[config.mk]
export PLATFORM = sky130hd
export DESIGN_NAME = risc16_regfile_sb_flat
export DESIGN_NICKNAME = d
export VERILOG_FILES = /design/src/rtl/risc16_regfile_sb_pkg.sv /design/src/rtl/risc16_regfile_sb_if.sv /design/src/rtl/risc16_regfile_sb_pend_counter.sv /design/src/rtl/risc16_regfile_sb.sv /design/src/flat_wrapper.sv
export SDC_FILE = /design/constraint.sdc
export NUM_CORES = 1
export LEC_CHECK = 0
export CAP_MARGIN = 0
export CORE_UTILIZATION = 50
export DETAILED_ROUTE_END_ITERATION = 7
export PLACE_DENSITY = 0.7
export SLEW_MARGIN = 10
export SYNTH_ARGS = -nofsm -noshare
export SYNTH_HDL_FRONTEND = slang
export SYNTH_SLANG_ARGS = --single-unit
[constraint.sdc]
create_clock -name clk -period 11.9 [get_ports clk]
set_input_delay 2.975 -clock clk [delete_from_list [all_inputs] [get_ports clk]]
set_output_delay 2.975 -clock clk [all_outputs]
set_load 0.005 [all_outputs]
[src/rtl/risc16_regfile_sb_pkg.sv]
// risc16_regfile_sb_pkg
// Shared definitions for the RISC16 register file with scoreboard:
// default parameter values and the index of the hard-wired zero register.
// No ports (package).

package risc16_regfile_sb_pkg;

    localparam int DEF_WORD_LENGTH  = 16;
    localparam int DEF_REG_ADDR_LEN = 3;
    localparam int DEF_REG_NUM      = 8;
    localparam int DEF_PEND_W       = 2;
    localparam int DEF_BYPASS       = 1;

    // Register 0 always reads zero and never holds data or reservations.
    localparam int ZERO_REG = 0;

endpackage : risc16_regfile_sb_pkg

[src/rtl/risc16_regfile_sb_if.sv]
// risc16_regfile_sb_if
// Bus bundle between the pipeline (master) and the register file (slave).
//   addr1/src1/busy1 : read port 1 address, data, outstanding-write flag
//   addr2/src2/busy2 : read port 2 address, data, outstanding-write flag
//   addrT/trgt/wen   : write address, write data, write enable
//   addrR/resv       : reservation address and request
//   ovf              : one-cycle pulse, reservation dropped on saturated counter

interface risc16_regfile_sb_if
    import risc16_regfile_sb_pkg::*;
#(
    parameter int WORD_LENGTH  = DEF_WORD_LENGTH,
    parameter int REG_ADDR_LEN = DEF_REG_ADDR_LEN
) ();

    logic [REG_ADDR_LEN-1:0] addr1;
    logic [WORD_LENGTH-1:0]  src1;
    logic                    busy1;

    logic [REG_ADDR_LEN-1:0] addr2;
    logic [WORD_LENGTH-1:0]  src2;
    logic                    busy2;

    logic [REG_ADDR_LEN-1:0] addrT;
    logic [WORD_LENGTH-1:0]  trgt;
    logic                    wen;

    logic [REG_ADDR_LEN-1:0] addrR;
    logic                    resv;

    logic                    ovf;

    modport master (
        output addr1, addr2, addrT, trgt, wen, addrR, resv,
        input  src1, src2, busy1, busy2, ovf
    );

    modport slave (
        input  addr1, addr2, addrT, trgt, wen, addrR, resv,
        output src1, src2, busy1, busy2, ovf
    );

endinterface : risc16_regfile_sb_if

[src/rtl/risc16_regfile_sb_pend_counter.sv]
// risc16_pend_counter
// Saturating pending-write counter for one register.
//   clk : rising-edge clock
//   inc : reservation of this register
//   dec : write to this register
//   clr : synchronous clear (highest priority)
//   cnt : current number of outstanding writes
//   sat : cnt is at its maximum value

module risc16_pend_counter
    import risc16_regfile_sb_pkg::*;
#(
    parameter int PEND_W = DEF_PEND_W
) (
    input  logic              clk,
    input  logic              inc,
    input  logic              dec,
    input  logic              clr,
    output logic [PEND_W-1:0] cnt,
    output logic              sat
);

    assign sat = (cnt == {PEND_W{1'b1}});

    // Simultaneous inc and dec cancel. Increment stops at saturation and
    // decrement stops at zero, so the counter never wraps.
    always_ff @(posedge clk) begin
        if (clr) begin
            cnt <= '0;
        end else if (inc && !dec && !sat) begin
            cnt <= cnt + PEND_W'(1);
        end else if (dec && !inc && (cnt != '0)) begin
            cnt <= cnt - PEND_W'(1);
        end
    end

endmodule : risc16_pend_counter

[src/rtl/risc16_regfile_sb.sv]
// risc16_regfile_sb
// Two-read, one-write register file with a per-register scoreboard of
// outstanding writes and optional write-to-read forwarding.
//   clk : rising-edge clock
//   rst : synchronous active-high reset of data, counters and ovf
//   bus : slave side of risc16_regfile_sb_if (read ports, write port,
//         reservation port, ovf pulse)

module risc16_regfile_sb
    import risc16_regfile_sb_pkg::*;
#(
    parameter int WORD_LENGTH  = DEF_WORD_LENGTH,
    parameter int REG_ADDR_LEN = DEF_REG_ADDR_LEN,
    parameter int REG_NUM      = DEF_REG_NUM,
    parameter int PEND_W       = DEF_PEND_W,
    parameter int BYPASS       = DEF_BYPASS
) (
    input  logic                clk,
    input  logic                rst,
    risc16_regfile_sb_if.slave  bus
);

    localparam int FIRST_REG = ZERO_REG + 1;

    logic [WORD_LENGTH-1:0] regs    [FIRST_REG:REG_NUM-1];
    logic [PEND_W-1:0]      cnt     [FIRST_REG:REG_NUM-1];
    logic                   sat     [FIRST_REG:REG_NUM-1];

    logic [WORD_LENGTH-1:0] src1_val;
    logic [WORD_LENGTH-1:0] src2_val;
    logic                   busy1_val;
    logic                   busy2_val;
    logic                   ovf_next;
    logic                   ovf_q;
    logic                   hit1;
    logic                   hit2;

    // Data storage. Writes are decoded by scanning the valid nonzero
    // indices, so register 0 and out-of-range addresses fall through.
    always_ff @(posedge clk) begin
        if (rst) begin
            for (int i = FIRST_REG; i < REG_NUM; i++) begin
                regs[i] <= '0;
            end
        end else if (bus.wen) begin
            for (int i = FIRST_REG; i < REG_NUM; i++) begin
                if (bus.addrT == REG_ADDR_LEN'(i)) begin
                    regs[i] <= bus.trgt;
                end
            end
        end
    end

    // One pending counter per nonzero register.
    for (genvar g = FIRST_REG; g < REG_NUM; g++) begin : g_pend
        risc16_pend_counter #(
            .PEND_W (PEND_W)
        ) u_cnt (
            .clk (clk),
            .inc (bus.resv && (bus.addrR == REG_ADDR_LEN'(g))),
            .dec (bus.wen  && (bus.addrT == REG_ADDR_LEN'(g))),
            .clr (rst),
            .cnt (cnt[g]),
            .sat (sat[g])
        );
    end

    // A write matching a read address is forwarded with bypass enabled.
    // The same write retires one pending count, so busy only reports
    // writes still outstanding beyond the one landing this cycle.
    always_comb begin
        hit1      = (BYPASS != 0) && bus.wen && (bus.addrT == bus.addr1);
        hit2      = (BYPASS != 0) && bus.wen && (bus.addrT == bus.addr2);
        src1_val  = '0;
        src2_val  = '0;
        busy1_val = 1'b0;
        busy2_val = 1'b0;
        for (int i = FIRST_REG; i < REG_NUM; i++) begin
            if (bus.addr1 == REG_ADDR_LEN'(i)) begin
                src1_val  = hit1 ? bus.trgt : regs[i];
                busy1_val = cnt[i] > PEND_W'(hit1);
            end
            if (bus.addr2 == REG_ADDR_LEN'(i)) begin
                src2_val  = hit2 ? bus.trgt : regs[i];
                busy2_val = cnt[i] > PEND_W'(hit2);
            end
        end
    end

    // A reservation is lost only when its counter is saturated and no
    // write to the same register cancels it in the same cycle.
    always_comb begin
        ovf_next = 1'b0;
        for (int i = FIRST_REG; i < REG_NUM; i++) begin
            if (bus.resv && (bus.addrR == REG_ADDR_LEN'(i)) && sat[i] &&
                !(bus.wen && (bus.addrT == REG_ADDR_LEN'(i)))) begin
                ovf_next = 1'b1;
            end
        end
    end

    always_ff @(posedge clk) begin
        if (rst) begin
            ovf_q <= 1'b0;
        end else begin
            ovf_q <= ovf_next;
        end
    end

    assign bus.src1  = src1_val;
    assign bus.src2  = src2_val;
    assign bus.busy1 = busy1_val;
    assign bus.busy2 = busy2_val;
    assign bus.ovf   = ovf_q;

endmodule : risc16_regfile_sb

[src/flat_wrapper.sv]
// flat-port wrapper written by rule: the top's interface ports become plain ports
module risc16_regfile_sb_flat import risc16_regfile_sb_pkg::*;
#(
    parameter int WORD_LENGTH  = DEF_WORD_LENGTH,
    parameter int REG_ADDR_LEN = DEF_REG_ADDR_LEN,
    parameter int REG_NUM      = DEF_REG_NUM,
    parameter int PEND_W       = DEF_PEND_W,
    parameter int BYPASS       = DEF_BYPASS
)
  (clk, rst, bus_addr1, bus_addr2, bus_addrT, bus_trgt, bus_wen, bus_addrR, bus_resv, bus_src1, bus_src2, bus_busy1, bus_busy2, bus_ovf);
  risc16_regfile_sb_if #(.WORD_LENGTH(WORD_LENGTH), .REG_ADDR_LEN(REG_ADDR_LEN)) bus_i ();
  input  logic clk;
  input  logic rst;
  input wire logic [$bits(bus_i.addr1)-1:0] bus_addr1;
  input wire logic [$bits(bus_i.addr2)-1:0] bus_addr2;
  input wire logic [$bits(bus_i.addrT)-1:0] bus_addrT;
  input wire logic [$bits(bus_i.trgt)-1:0] bus_trgt;
  input wire logic [$bits(bus_i.wen)-1:0] bus_wen;
  input wire logic [$bits(bus_i.addrR)-1:0] bus_addrR;
  input wire logic [$bits(bus_i.resv)-1:0] bus_resv;
  output wire logic [$bits(bus_i.src1)-1:0] bus_src1;
  output wire logic [$bits(bus_i.src2)-1:0] bus_src2;
  output wire logic [$bits(bus_i.busy1)-1:0] bus_busy1;
  output wire logic [$bits(bus_i.busy2)-1:0] bus_busy2;
  output wire logic [$bits(bus_i.ovf)-1:0] bus_ovf;
  assign bus_i.addr1 = bus_addr1;
  assign bus_i.addr2 = bus_addr2;
  assign bus_i.addrT = bus_addrT;
  assign bus_i.trgt = bus_trgt;
  assign bus_i.wen = bus_wen;
  assign bus_i.addrR = bus_addrR;
  assign bus_i.resv = bus_resv;
  assign bus_src1 = bus_i.src1;
  assign bus_src2 = bus_i.src2;
  assign bus_busy1 = bus_i.busy1;
  assign bus_busy2 = bus_i.busy2;
  assign bus_ovf = bus_i.ovf;
  risc16_regfile_sb #(.WORD_LENGTH(WORD_LENGTH), .REG_ADDR_LEN(REG_ADDR_LEN), .REG_NUM(REG_NUM), .PEND_W(PEND_W), .BYPASS(BYPASS)) u_core (.clk(clk), .rst(rst), .bus(bus_i));
endmodule
==> summary.md <==
| Metric | Value |
|---|---|
| Hold WC Path Type | flop to flop |
| GR Layer Usage met2 | 0.478 |
| Fin. Hold Viols | 0 |
| Status | finished clean |
| Commonest non-fill, non-tap cell in the layout | and2_1 |
| Setup TNS | 0 ps |
| FMAX | 0.101 GHz |
| Clock Power Share | 0.391 |
| Largest net degree at the start of global routing | 61 |
| Die area | 16,700 um2 |
| Grt peak-use layer | met2 |
| CTS tree | done |
| Worst hold margin | 497 ps |
| Worst-path maximum fanout | 51 |
| Worst path cell trace | clkdlybuf4s50_1 > buf_4 > xnor2_1 > nand4_4 > inv_2 > ha_1 > o211ai_1 > nor2_1 > o41ai_1 > a21oi_1 > nor2_1 > clkdlybuf4s50_1 |
| CP required | 8930 ps |
| Die Span Y | 129 um |
| Via/cell ratio | 6.36 |
| Sequential share of power | 0.439 |
| RSZ-0062 raised after global routing | no |
| Slowest-stage cell, CP | inv_2 |
| EDFF count, synth | 112 |
| # hold bufs at CTS | 0 |
| Sequential area share after synthesis | 0.453 |
| Slew headroom | 0.208 |
| Final setup fails | 0 |
| Clock H-tree levels | 4 |
| Initial antenna violation count | 0 |
| Routed vias | 6,891 |
| CTS root buffer | clkbuf_16 |
| Net Sw Power | 0.000325 W |
| CP startpoint kind | input pin |
| Post-CTS sizing | 0 |
| Period utilisation layout | 0.831 |
| Core box area | 15,800 um2 |
| Met3 layer usage reported by global route | 0.0607 |
| Met1 Use GR | 0.410 |
| Fraction of layout cells with a size suffix above 1 | 0.0910 |
| # diodes | 0 |
| Vias in the first global route | 6,545 |
| Postcts setup bufs | 0 |
| Yosys reg bits | 127 |
| Mapped Nets | 873 |
| # DRC | 0 |
| Clk sinks | 127 |
| Fill cells | 1,334 |
| Internal | 0.000880 W |
| Initial core utilization | 0.510 |
| Max incr delay on CP | 790 ps |
| Total track usage | 0.308 |
| Mapped Area | 8080 um2 |
| First-pass GRT wire length | 37,500 um |
| Commonest cells after routing, fill and taps aside | 113 x and2_1, 112 x edfxtp_1, 69 x nor2_1, 67 x nand2_1, 63 x clkdlybuf4s50_1 |
| Clk pin slew, worst setup/hold paths | 60 ps |
| Crit end category | output port |
| Site Rows | 46 |
| Final net count | 902 |
| Comb power frac | 0.171 |
| Final Skew | 3.15 ps |
| Final Routed Wirelength | 24,700 um |
| Die W | 129 um |
| WP buf/inv | 4 |
| Final Slew Violations | 0 |
| TritonCTS buffer count | 17 |
| Worst-margin pin slew | 1180 ps |
| Area Overhead vs Synth | 15.1% |
| Initial DRC count | 870 |
| Power per cell area | 130 nW/um2 |
| Skew-Pair Late Insertion Delay | 420 ps |
| DPL Wire Length | 16,000 um |
| Mean routed wirelength per cell | 22.8 um |
| Synthesis Warnings | 0 |
| WP data arrival | 6920 ps |
| Grt ovf | 0 |
| Top cell family by delay on the critical path | buffers and inverters |
| CTS max path bufs | 2 |
| GPL Wtd Cong | 0.883 |
| Number of buffer cells added on primary ports | 66 |
| Worst vdd ir | 0.120 mV |
| Setup Crit Path Kind | input pin to output port |
| Main synth FF type | edfxtp_1 |
| Final min period | 9890 ps |
| LEAKAGE | 3.24 nW |
| # IOs | 67 |
| Syn Area/Cell | 9.77 um2 |
| Cells after Synth | 827 |
| Sw Share | 0.270 |
| TritonRoute pass-1 iters | 6 |
| Yosys cell types | 54 |
| Detail Route Antenna Nets | 0 |
| Max Cap Violations | 0 |
| Async S/R FF share, synth | 0 |
worst register-to-register path, cell delays in order (launching register included):
cell and delay [ps]:
dfxtp_1 360, inv_1 120, nor4_1 310, a31oi_1 140, a41oi_1 250
cell type report:
type | count | area [um2] | area share
multi-input cells | 620 | 4070 | 0.437
flip-flops and latches | 127 | 3660 | 0.394
repair buffers | 76 | 721 | 0.0775
clock buffers | 17 | 425 | 0.0457
well taps | 216 | 270 | 0.0291
clock inverters | 14 | 103 | 0.0110
inverters | 14 | 52.6 | 0.00565
per-layer routing:
layer | share of wire | wire length [um]
met3 | 0.089 | 2190
met2 | 0.46 | 11300
met1 | 0.41 | 10200
met4 | 0.040 | 998
met5 | 0 | 0
final timing paths:
path                                              startpoint                                         end  slack [ps]  cells after the start
setup / recovery                                bus_addr1[2]                                   bus_busy1        2010                     12
hold / removal    u_core.g_pend[4].u_cnt.cnt[0]$_SDFFE_PP0P_  u_core.g_pend[4].u_cnt.cnt[0]$_SDFFE_PP0P_         500                      2
setup reg to reg  u_core.g_pend[5].u_cnt.cnt[1]$_SDFFE_PP0P_                   u_core.bus.ovf$_SDFF_PP0_       10620                      4
hold reg to reg   u_core.g_pend[4].u_cnt.cnt[0]$_SDFFE_PP0P_  u_core.g_pend[4].u_cnt.cnt[0]$_SDFFE_PP0P_         500                      2
synthesized netlist by cell type (all sizes together), types with 4 or more instances:
library cell | n | share of area
a22oi | 16 | 0.015
edfxtp | 112 | 0.42
nor3 | 20 | 0.012
o211ai | 21 | 0.026
nor4 | 4 | 0.0039
ha | 14 | 0.022
nor2 | 73 | 0.034
inv | 14 | 0.0065
and2 | 114 | 0.088
dfxtp | 15 | 0.037
a211oi | 29 | 0.027
nand3 | 35 | 0.022
nand2b | 5 | 0.0039
and3 | 6 | 0.0046
nand2 | 67 | 0.031
or3 | 4 | 0.0031
a21oi | 20 | 0.012
nor2b | 4 | 0.0031
o22ai | 32 | 0.025
mux2i | 47 | 0.058
nand4b | 6 | 0.0065
o21ai | 46 | 0.028
buf | 40 | 0.028
xnor2 | 6 | 0.0065
clkbuf | 26 | 0.012
a41oi | 15 | 0.026
a31oi | 4 | 0.0031
metrics by stage:
stage          power [W]  setup slack [ps]  cells   util  instance area, um2
3_5_place_dp    0.000738              2010   1053  0.554                8770
3_3_place_gp    0.000732              2080   1053  0.553                8760
6_report         0.00120              2010   1084  0.588                9300
4_1_cts          0.00120              2000   1084  0.587                9300
5_1_grt          0.00124              1800   1084  0.588                9300
2_1_floorplan   0.000646              4020    827      -                8080
power groups by stage:
stage,clock network (W),logic (W),registers [W]
5_1_grt,0.000494,0.000218,0.000531
4_1_cts,0.000473,0.000203,0.000528
3_3_place_gp,0,0.000197,0.000535
2_1_floorplan,0,0.000115,0.000531
3_5_place_dp,0,0.000201,0.000537
6_report,0.000471,0.000205,0.000529
registers in the layout (all words and copies together), names as in the netlist:
signal / flops
u_core.regs: 112
u_core.bus.ovf: 1
u_core.g_pend.u_cnt.cnt: 14
cells by family (layout without fill, tap and decap cells):
family	after synthesis	after routing	synth area share
and+or+nand+nor	357	357	0.235
AOI/OAI and AO/OA	192	192	0.171
DFF	127	127	0.453
buffers and inverters	80	121	0.0469
muxes	51	51	0.0652
adders and majority gates	14	14	0.0217
xor gates and xnor gates	6	6	0.00650
Note: power is estimated with default switching activity, not from simulation.
